### config.mk
export PLATFORM = sky130hd
export DESIGN_NAME = compare_tracker
export DESIGN_NICKNAME = d
export VERILOG_FILES = /design/src/rtl/compare_tracker.sv
export SDC_FILE = /design/constraint.sdc
export NUM_CORES = 1
export LEC_CHECK = 0
export ABC_AREA = 1
export CAP_MARGIN = 20
export CORE_MARGIN = 3
export CORE_UTILIZATION = 40
export CTS_CLUSTER_DIAMETER = 40
export CTS_CLUSTER_SIZE = 16
export DETAILED_ROUTE_END_ITERATION = 8
export GPL_TIMING_DRIVEN = 0
export PLACE_DENSITY = 0.65
export SLEW_MARGIN = 5
export SYNTH_ARGS = -nofsm -noshare
export SYNTH_HDL_FRONTEND = slang
export SYNTH_SLANG_ARGS = --single-unit
### constraint.sdc
create_clock -name clk -period 3.2 [get_ports clk]
set_input_delay 0.48 -clock clk [delete_from_list [all_inputs] [get_ports clk]]
set_output_delay 0.48 -clock clk [all_outputs]
set_load 0.1 [all_outputs]
### src/rtl/compare_tracker.sv
// compare_tracker: qualifies comparator EQ/GTR/LR flags after STABLE_CNT identical samples.
// Optional sticky error flag: define COMPARE_TRACKER_STICKY_ERR_EN.
module compare_tracker #(
  parameter int STABLE_CNT = 4,
  parameter int CNT_W      = 8
) (
  input  logic             clk,
  input  logic             rst,
  input  logic             en,
  input  logic             clr,
  input  logic             EQ,
  input  logic             GTR,
  input  logic             LR,
  output logic             stable_eq,
  output logic             stable_gtr,
  output logic             stable_lr,
  output logic             chg_pulse,
  output logic             err,
  output logic [CNT_W-1:0] cnt_eq,
  output logic [CNT_W-1:0] cnt_gtr,
  output logic [CNT_W-1:0] cnt_lr
);
  typedef enum logic [1:0] {IDLE, QUAL, STABLE} state_t;
  state_t state_q, state_d;
  logic [2:0] code, cand_q, cand_d, stab_q, stab_d;
  logic [7:0] qcnt_q, qcnt_d;
  logic chg_q, chg_d, err_q, err_d, legal, hit, new_res;
  logic [2:0][CNT_W-1:0] cnt_q, cnt_d;
  assign code    = {GTR, EQ, LR};
  assign legal   = $onehot(code);
  assign hit     = en && state_q == QUAL && code == cand_q && qcnt_q == 8'(STABLE_CNT - 1);
  assign new_res = hit && cand_q != stab_q;
  // next-state: candidate tracking, qualification, pulses and saturating counters
  always_comb begin
    state_d = state_q;
    cand_d  = cand_q;
    qcnt_d  = qcnt_q;
    stab_d  = stab_q;
    chg_d   = 1'b0;
    cnt_d   = cnt_q;
`ifdef COMPARE_TRACKER_STICKY_ERR_EN
    err_d   = err_q;
`else
    err_d   = 1'b0;
`endif
    if (en) begin
      if (!legal) begin
        state_d = IDLE;
        qcnt_d  = '0;
      end else if (state_q == IDLE || code != cand_q) begin
        state_d = QUAL;
        cand_d  = code;
        qcnt_d  = 8'd1;
      end else if (state_q == QUAL) begin
        state_d = hit ? STABLE : QUAL;
        stab_d  = hit ? cand_q : stab_q;
        qcnt_d  = hit ? qcnt_q : qcnt_q + 8'd1;
        chg_d   = new_res;
      end
`ifdef COMPARE_TRACKER_STICKY_ERR_EN
      err_d = !legal || (err_q && !clr);
`else
      err_d = !legal;
`endif
      for (int i = 0; i < 3; i++)
        cnt_d[i] = clr ? '0 : (new_res && cand_q[i] && cnt_q[i] != '1) ? cnt_q[i] + 1'b1 : cnt_q[i];
    end
  end
  // state and output registers
  always_ff @(posedge clk or posedge rst) begin
    if (rst) begin
      state_q <= IDLE;
      cand_q  <= '0;
      qcnt_q  <= '0;
      stab_q  <= '0;
      chg_q   <= 1'b0;
      err_q   <= 1'b0;
      cnt_q   <= '0;
    end else begin
      state_q <= state_d;
      cand_q  <= cand_d;
      qcnt_q  <= qcnt_d;
      stab_q  <= stab_d;
      chg_q   <= chg_d;
      err_q   <= err_d;
      cnt_q   <= cnt_d;
    end
  end
  assign {stable_gtr, stable_eq, stable_lr} = stab_q;
  assign chg_pulse = chg_q;
  assign err       = err_q;
  assign cnt_lr    = cnt_q[0];
  assign cnt_eq    = cnt_q[1];
  assign cnt_gtr   = cnt_q[2];
endmodule

### Word level (Yosys, flattened, before mapping)

Cells that the tools add are included.

| storage, ports and cells | value |
|---|---|
| register bits after elaboration | 42 |
| bits in latches | 0 |
| memory bits (writable) | 0 |
| memory bits (read-only) | 0 |
| input bits | 7 |
| output and inout port bits | 29 |
| memories | 0 |

| cells by class | value |
|---|---|
| $add $sub $neg | 6 |
| multiply operators | 0 |
| divide/modulo/power cells | 0 |
| magnitude comparators | 0 |
| equality and inequality tests | 11 |
| shift-type cells | 0 |
| muxes and demuxes | 19 |
| bitwise logic cells | 1 |
| reduce and logical (&&, ||, !) cells | 23 |

Operators with widths:

| operator | number |
|---|---|
| two-way mux 8 bit | 10 |
| adder 8 x 1 -> 8 bit, second input constant | 4 |
| != test 8 bit, second input constant | 3 |
| logical AND 1 bit | 10 |
| == test 8 x 2 -> 1 bit, second input constant | 1 |
| two-way mux 2 bit | 4 |
| AND reduction 2 bit | 4 |
| != test 3 bit | 2 |
| AND reduction 3 bit | 2 |
| nonzero test 2 bit | 3 |
| two-way mux 1 bit | 5 |
| AND reduction 5 bit | 1 |
| == test 2 x 1 -> 1 bit, second input constant | 2 |
| == test 3 bit | 1 |
| != test 3 x 1 -> 1 bit, second input constant | 1 |
| != test 3 x 2 -> 1 bit, second input constant | 1 |
| adder 1 x 1 -> 2 bit | 1 |
| adder 2 x 1 -> 2 bit | 1 |
| logical NOT 2 bit | 1 |
| logical NOT 1 bit | 1 |
| logical OR 1 bit | 1 |
| inverter 1 bit | 1 |

### Logic depth before layout (Yosys ltp)

Gate-level depths: netlist of run 1.

| logic depth | value |
|---|---|
| word-level depth | 9 |
| mapped depth | 11 |
| gate-level depth less buffers | 10 |

### Worst setup path before layout of run 1

No wires, ideal clock.

| timing path | value |
|---|---|
| path kind | reg2reg |
| from | register cnt_q, in the netlist cnt_eq[0] |
| to | register cnt_q, in the netlist cnt_eq[5] |
| data arrival time | 2.173 ns |
| path slack | 0.960 ns |
| stages on the path, launching flop included | 10 |
| period minus slack after synthesis | 2.240 ns |
| path through | dfrtp_1 -> ha_1 -> nand3_1 -> nor2_1 -> nand4_1 -> nand4_1 -> nand2_2 -> nand2_2 -> nand2_1 -> nand2_1 |

| between the ends | value |
|---|---|
| longest elaborated chain between the ends | 4 |

RTL lines:

| element | RTL line | text |
|---|---|---|
| from (decl) | 28 | `logic [2:0][CNT_W-1:0] cnt_q, cnt_d;` |
| from (signal assigned) | 86 | `cnt_q <= cnt_d;` |
| branches (longest 4 deep; another with adder 8 x 1 -> 8 bit) | n/a |  |

Parallel ways; which one is timed is not known. The select of a mux whose other input is x is not followed.
A chain may end at the register's enable or synchronous reset.

### Worst setup path after layout of run 1

| timing path | value |
|---|---|
| from | input EQ |
| to | register qcnt_q[5] |

| between the ends | value |
|---|---|
| longest elaborated chain between the ends | 5 |

RTL lines:

| element | RTL line | text |
|---|---|---|
| from (decl) | 11 | `input logic EQ,` |
| adder 1 x 1 -> 2 bit (not written as such) / == test 3 bit (equally long branches) | 30, 31 |  |
| adder 2 x 1 -> 2 bit (not written as such) / logical AND 1 bit (equally long branches) | 30, 31 |  |
| == test 2 x 1 -> 1 bit / logical AND 1 bit (equally long branches) | 30, 31 |  |
| != test 3 x 2 -> 1 bit (no line) / != test 3 x 1 -> 1 bit (equally long branches) | n/a |  |
| AND reduction 3 bit (no line) | n/a |  |
| to (signal assigned) | 82 | `qcnt_q <= qcnt_d;` |
| to (decl) | 26 | `logic [7:0] qcnt_q, qcnt_d;` |

Parallel ways exist; a longest one is shown, timed or not.

==> run_results.csv, run 1 <==
group,metric,value,unit
clocking,clockBufferDepth,2,
final_layout,nNetsFinal,384,
clocking,clk_pin_slew_worst_paths,0.08,ns
timing,slew_violations,0,
worst_setup_path,cpPeakStageDelay,0.57,ns
timing,period_needed,2.47,ns
global_route,grt_first_pass_wirelength,9720,um
floorplan,rows,28,
route,dr_total_vias,2215,
global_route,overflow,0,
clocking,htreeDepth,2,
logic_synthesis,ys_warn_count,0,
final_layout,mostFrequentLayoutCell,"nand2_1",
power,powerDensity,449,nW/um^2
route,vias_per_cell,4.94,
route,post-route-drc-count,0,
outcome,status,"complete, no violations",
timing,tightest_slew,0.967,ns
logic_synthesis,yosysUniqueCellTypes,31,
timing,clock_skew,0.00803,ns
global_route,grtUsageTotal,0.165,
placed_design,portBuffers,35,
route,drt_pass1_iterations,4,
logic_synthesis,synth_area_per_cell,7.55,um^2
worst_setup_path,crit_fanout,10,
floorplan,core,5960,um^2
logic_synthesis,synth_top_area_share,0.423,
final_layout,drive_gt1_frac,0.0965,
clocking,cts_tree,"yes",
floorplan,die-height,84.8,um
global_route,antenna_found_initial,0,
global_route,grt_max_degree,38,
worst_setup_path,crit_family,"buffers and inverters",
timing,fin_crit_sh,0.771,
worst_setup_path,start_kind,"input pin",
power,ir_worst_vdd,0.000292,V
timing,max_freq,406,MHz
timing,finalHoldViolCount,0,
logic_synthesis,syn_inst,329,
timing,rsz0062_at_grt,"no",
placed_design,hpwl,3920,um
logic_synthesis,synth_top_cell_by_area,"dfrtp_1",
route,detail-route-antenna-nets,0,
final_layout,utilization,0.510,
min_path,hold_class,"input pin to asynchronous set/reset pin",
timing,setup_viol,0,
worst_setup_path,path_cells,"clkdlybuf4s50_1 -> fa_1 -> inv_1 -> nor2_1 -> buf_2 -> nor2_1 -> nand3b_2 -> nand2_4 -> buf_6 -> o21ai_0",
global_route,gr-max-usage-layer,"met2",
logic_synthesis,synth_area_leaders,"dfrtp_1 (42%), nand2_1 (15%), nand3_1 (6.4%), inv_1 (5.6%), nor2_1 (4.4%)",
route,wl_per_cell,12.1,um
flow_run,maxCapViolCount,0,
worst_setup_path,path_buf_inv,4,
floorplan,die-area,7190,um^2
clocking,cts_setup_buffers,0,
worst_setup_path,path_class,"input pin to flip-flop",
clocking,clkLatencyLatePin,0.29,ns
logic_synthesis,synth_nets,341,
timing,tns,0,ns
floorplan,io_pins,36,
global_route,grt_pass1_vias,2104,
final_layout,diodes,0,
final_layout,area_growth_syn_to_layout,22.4,%
logic_synthesis,yosysSeqAreaShare,0.423,
worst_setup_path,crit_slowest_cell,"fa_1",
logic_synthesis,syn_area,2480,um^2
worst_setup_path,required,3.37,ns
clocking,cts.sinks,42,
clocking,cts_resized,0,
worst_setup_path,cpMostUsedCell,"nor2_1",
global_route,gr-usage-met3,0.0343,
worst_setup_path,crit_arrival,2.64,ns
global_route,use_met1,0.213,
final_layout,layout_common_cells,"nand2_1 (99), dfrtp_1 (42), inv_1 (36)",
timing,slew_headroom,0.353,
clocking,numCtsBuffers,5,
placed_design,gp_congestion,0.848,
logic_synthesis,ys_ff_latch,42,
floorplan,fp.dieW,84.8,um
power,p_leak,1.43,nW
clocking,hold_buffers,0,
clocking,cts_root_buffer,"clkbuf_8",
worst_setup_path,worstSetupEndpointType,"flip-flop",
global_route,use_met2,0.275,
route,dr.first_iter.drc_count,86,
floorplan,start_util,0.417,
route,routed_wl,5440,um
-- state kept, by name (all words and copies together), names as in the netlist --
name / count
cnt_eq: 8
cnt_gtr: 8
cnt_lr: 8
qcnt_q: 8
cand_q: 3
stab_q: 3
state_q: 2
chg_pulse: 1
err: 1
-- logic make-up after synthesis --
group / after synthesis / share of synthesized area
xor gates and xnor gates: 11 / 0.0388
DFF: 42 / 0.423
adders and majority gates: 5 / 0.0282
AOI/OAI and AO/OA: 29 / 0.0725
and+or+nand+nor: 198 / 0.364
buffers and inverters: 44 / 0.0730
-- power breakdown --
part / leakage [nW] / internal (mW) / switching, mW / total [mW]
clock: 0.0482 / 0.174 / 0.182 / 0.357
sequential: 0.569 / 0.568 / 0.0459 / 0.614
combinational: 0.815 / 0.109 / 0.284 / 0.393
total: 1.43 / 0.852 / 0.512 / 1.36
-- path summary, 6_finish.rpt --
check,from,to,slack (ns),cells after the start
max,EQ,qcnt_q[5],0.73,10
min,rst,cnt_gtr[0],0.38,2
max reg2reg,qcnt_q[0],cnt_lr[6],1.30,10
min reg2reg,state_q[1],state_q[1],0.51,1
max in group asynchronous,rst,qcnt_q[3],2.39,3
min in group clk,state_q[1],state_q[1],0.51,1
-- stage by stage --
stage          setup slack [ns]  instances  hold WS [ns]  area [um^2]  power, mW
6_report                  0.734        448         0.379         3040       1.36
5_1_grt                   0.542        448         0.366         3040       1.45
4_1_cts                   0.725        448         0.371         3040       1.38
3_5_place_dp              0.417        440         0.488         2950       1.02
3_3_place_gp              0.449        439         0.477         2930       1.01
2_1_floorplan             0.960        329         0.464         2480      0.920
-- cells in the mapped netlist --
master,instances
clkbuf_1,3
dfrtp_1,42
o211ai_1,1
nor2_2,3
nand3_1,32
buf_1,1
o21ai_2,8
nor3_1,1
ha_1,4
or2_2,3
nor3b_1,4
xnor2_1,6
xor2_1,5
o21ai_1,1
nand3_2,1
o21ai_0,16
fa_1,1
nor2_1,29
and3_1,1
o21a_1,1
nand4_1,14
a21oi_1,2
inv_1,37
nand3b_1,2
nand2_1,99
buf_2,1
nand3b_2,1
nand2_2,6
buf_6,2
nand2_4,1
nand4_2,1
-- routing by layer --
layer / part of all wire / wire [um]
met5: 0 / 0
met3: 0.036 / 197
met1: 0.47 / 2580
met4: 0.014 / 76
met2: 0.48 / 2590
-- final cells by class --
cell class / instances / area, um^2
timing repair buffer: 36 / 370
inverter: 37 / 139
tap: 75 / 93.8
clock inverter: 1 / 5.00
buffer: 7 / 42.5
sequential: 42 / 1050
multi-input combinational: 243 / 1250
clock buffer: 7 / 86.3
fill: 607 / 2920
Power figures use the tool's default switching activity.
==> run 2: changes to the inputs <==
clock period = 2.28 ns   (was 3.2 ns; I/O delays follow)
==> run_results.csv, run 2 (synthesized netlist as in run 1, its figures left out) <==
group,metric,value,unit
timing,setup_viol,0,
route,drt_pass1_iterations,4,
final_layout,layout_common_cells,"nand2_1 (99), dfrtp_1 (42), inv_1 (36)",
floorplan,io_pins,36,
final_layout,area_growth_syn_to_layout,24.2,%
power,swShare,0.375,
power,intPower,1.20,mW
final_layout,mostFrequentLayoutCell,"nand2_1",
clocking,hold_buffers,0,
final_layout,nFillCells,599,
clocking,cts_tree,"yes",
timing,hold_slack,0.241,ns
clocking,cts.sinks,42,
floorplan,die-area,7190,um^2
route,dr_total_vias,2212,
placed_design,gp_congestion,0.848,
final_layout,drive_gt1_frac,0.101,
worst_setup_path,cpPeakStageDelay,1.16,ns
worst_setup_path,crit_family,"buffers and inverters",
power,power.switching,0.721,mW
flow_run,maxCapViolCount,0,
global_route,grt_pass1_vias,2104,
worst_setup_path,reg2reg_depth,10,
floorplan,core,5960,um^2
floorplan,start_util,0.417,
timing,slew_violations,0,
power,p_leak,1.57,nW
worst_setup_path,path_class,"flip-flop to primary output",
worst_setup_path,crit_slowest_cell,"clkdlybuf4s50_1",
power,powerDensity,624,nW/um^2
route,dr.first_iter.drc_count,82,
clocking,htreeDepth,2,
outcome,status,"complete, no violations",
worst_setup_path,cp_num_cells,1,
timing,clock_skew,0.00869,ns
worst_setup_path,path_cells,"clkdlybuf4s50_1",
final_layout,finalInstanceArea,3080,um^2
timing,rsz0062_at_grt,"no",
power,combPwrFrac,0.292,
route,vias_per_cell,4.92,
worst_setup_path,crit_fanout,5,
worst_setup_path,required,1.94,ns
timing,fin_crit_sh,0.977,
route,wl_per_cell,12.1,um
route,detail-route-antenna-nets,0,
timing,finalHoldViolCount,0,
global_route,overflow,0,
power,clockPowerShare,0.260,
timing,tightest_slew,0.973,ns
final_layout,nNetsFinal,386,
clocking,clkLatencyLatePin,0.29,ns
placed_design,dpl_cell_area,2950,um^2
worst_setup_path,worstSetupEndpointType,"primary output",
worst_setup_path,path_buf_inv,1,
placed_design,hpwl,3920,um
clocking,cts_root_buffer,"clkbuf_8",
floorplan,die-height,84.8,um
global_route,grtUsageTotal,0.165,
route,routed_wl,5470,um
global_route,grt_max_degree,38,
global_route,grt_first_pass_wirelength,9720,um
worst_setup_path,crit_arrival,1.89,ns
min_path,hold_class,"input pin to asynchronous set/reset pin",
timing,slew_headroom,0.350,
timing,max_freq,449,MHz
power,ir_worst_vdd,0.000411,V
final_layout,finalNonFillerCells,450,
global_route,antenna_found_initial,0,
placed_design,portBuffers,35,
floorplan,rows,28,
power,seqPwrFrac,0.448,
placed_design,dp.cells,440,
final_layout,diodes,0,
worst_setup_path,start_kind,"flip-flop",
clocking,numCtsBuffers,5,
clocking,clockBufferDepth,2,
floorplan,fp.dieW,84.8,um
timing,period_needed,2.23,ns
clocking,clk_pin_slew_worst_paths,0.08,ns
route,post-route-drc-count,0,
-- run 2: final cells by class --
| class | instances | area (um^2) | share of cell area |
|---|---|---|---|
| Inverter | 37 | 139 | 0.0450 |
| Timing Repair Buffer | 38 | 404 | 0.131 |
| Tap cell | 75 | 93.8 | 0.0304 |
| Clock buffer | 7 | 86.3 | 0.0280 |
| Buffer | 7 | 45.0 | 0.0146 |
| Clock inverter | 1 | 5.00 | 0.00162 |
| Sequential cell | 42 | 1050 | 0.341 |
| Multi-Input combinational cell | 243 | 1260 | 0.409 |
-- run 2: worst paths after layout --
check                                start    endpoint  slack [ns]
worst max-delay path             cnt_lr[2]   cnt_lr[2]        0.05
worst min-delay path                   rst  cnt_gtr[2]        0.24
worst max register to register   qcnt_q[0]   cnt_lr[6]        0.39
worst min register to register  state_q[1]  state_q[1]        0.51
max in group asynchronous              rst   qcnt_q[3]        1.61
min in group clk                        EQ   cand_q[1]        0.42
-- run 2: what timing repair did --
action | 4_1_cts | 5_1_grt
setup endpoints to repair | 10 | 17
setup buffers | 0 | 2
resized for setup | 2 | 9
pin swaps | 0 | 1
-- run 2: routing by layer --
layer / GRT usage / up-vias / part of all wire
li1: - / 1146 / -
met3: 0.0343 / 5 / 0.029
met4: 0.0576 / 0 / 0.014
met2: 0.275 / 30 / 0.48
met5: 0 / - / 0
met1: 0.213 / 1031 / 0.48
-- run 2: per-stage QoR --
stage	setup TNS (ns)	power (mW)	utilization	setup WS, ns
finish	0	1.92	0.518	0.0524
global route	0	2.04	0.518	0.0000531
CTS	-0.00115	1.94	0.511	-0.00115
detailed placement	-3.55	1.43	0.495	-0.365
global placement	-3.17	1.42	0.492	-0.333
floorplan	0	1.29	-	0.0401
-- run 2: power by group through the flow --
stage	Sequential, mW	Clock (mW)	Combinational [mW]
after CTS	0.862	0.522	0.559
after global placement	0.875	0	0.548
after detailed placement	0.877	0	0.557
final	0.862	0.500	0.563
after floorplan	1.08	0	0.213
after global routing	0.873	0.558	0.611
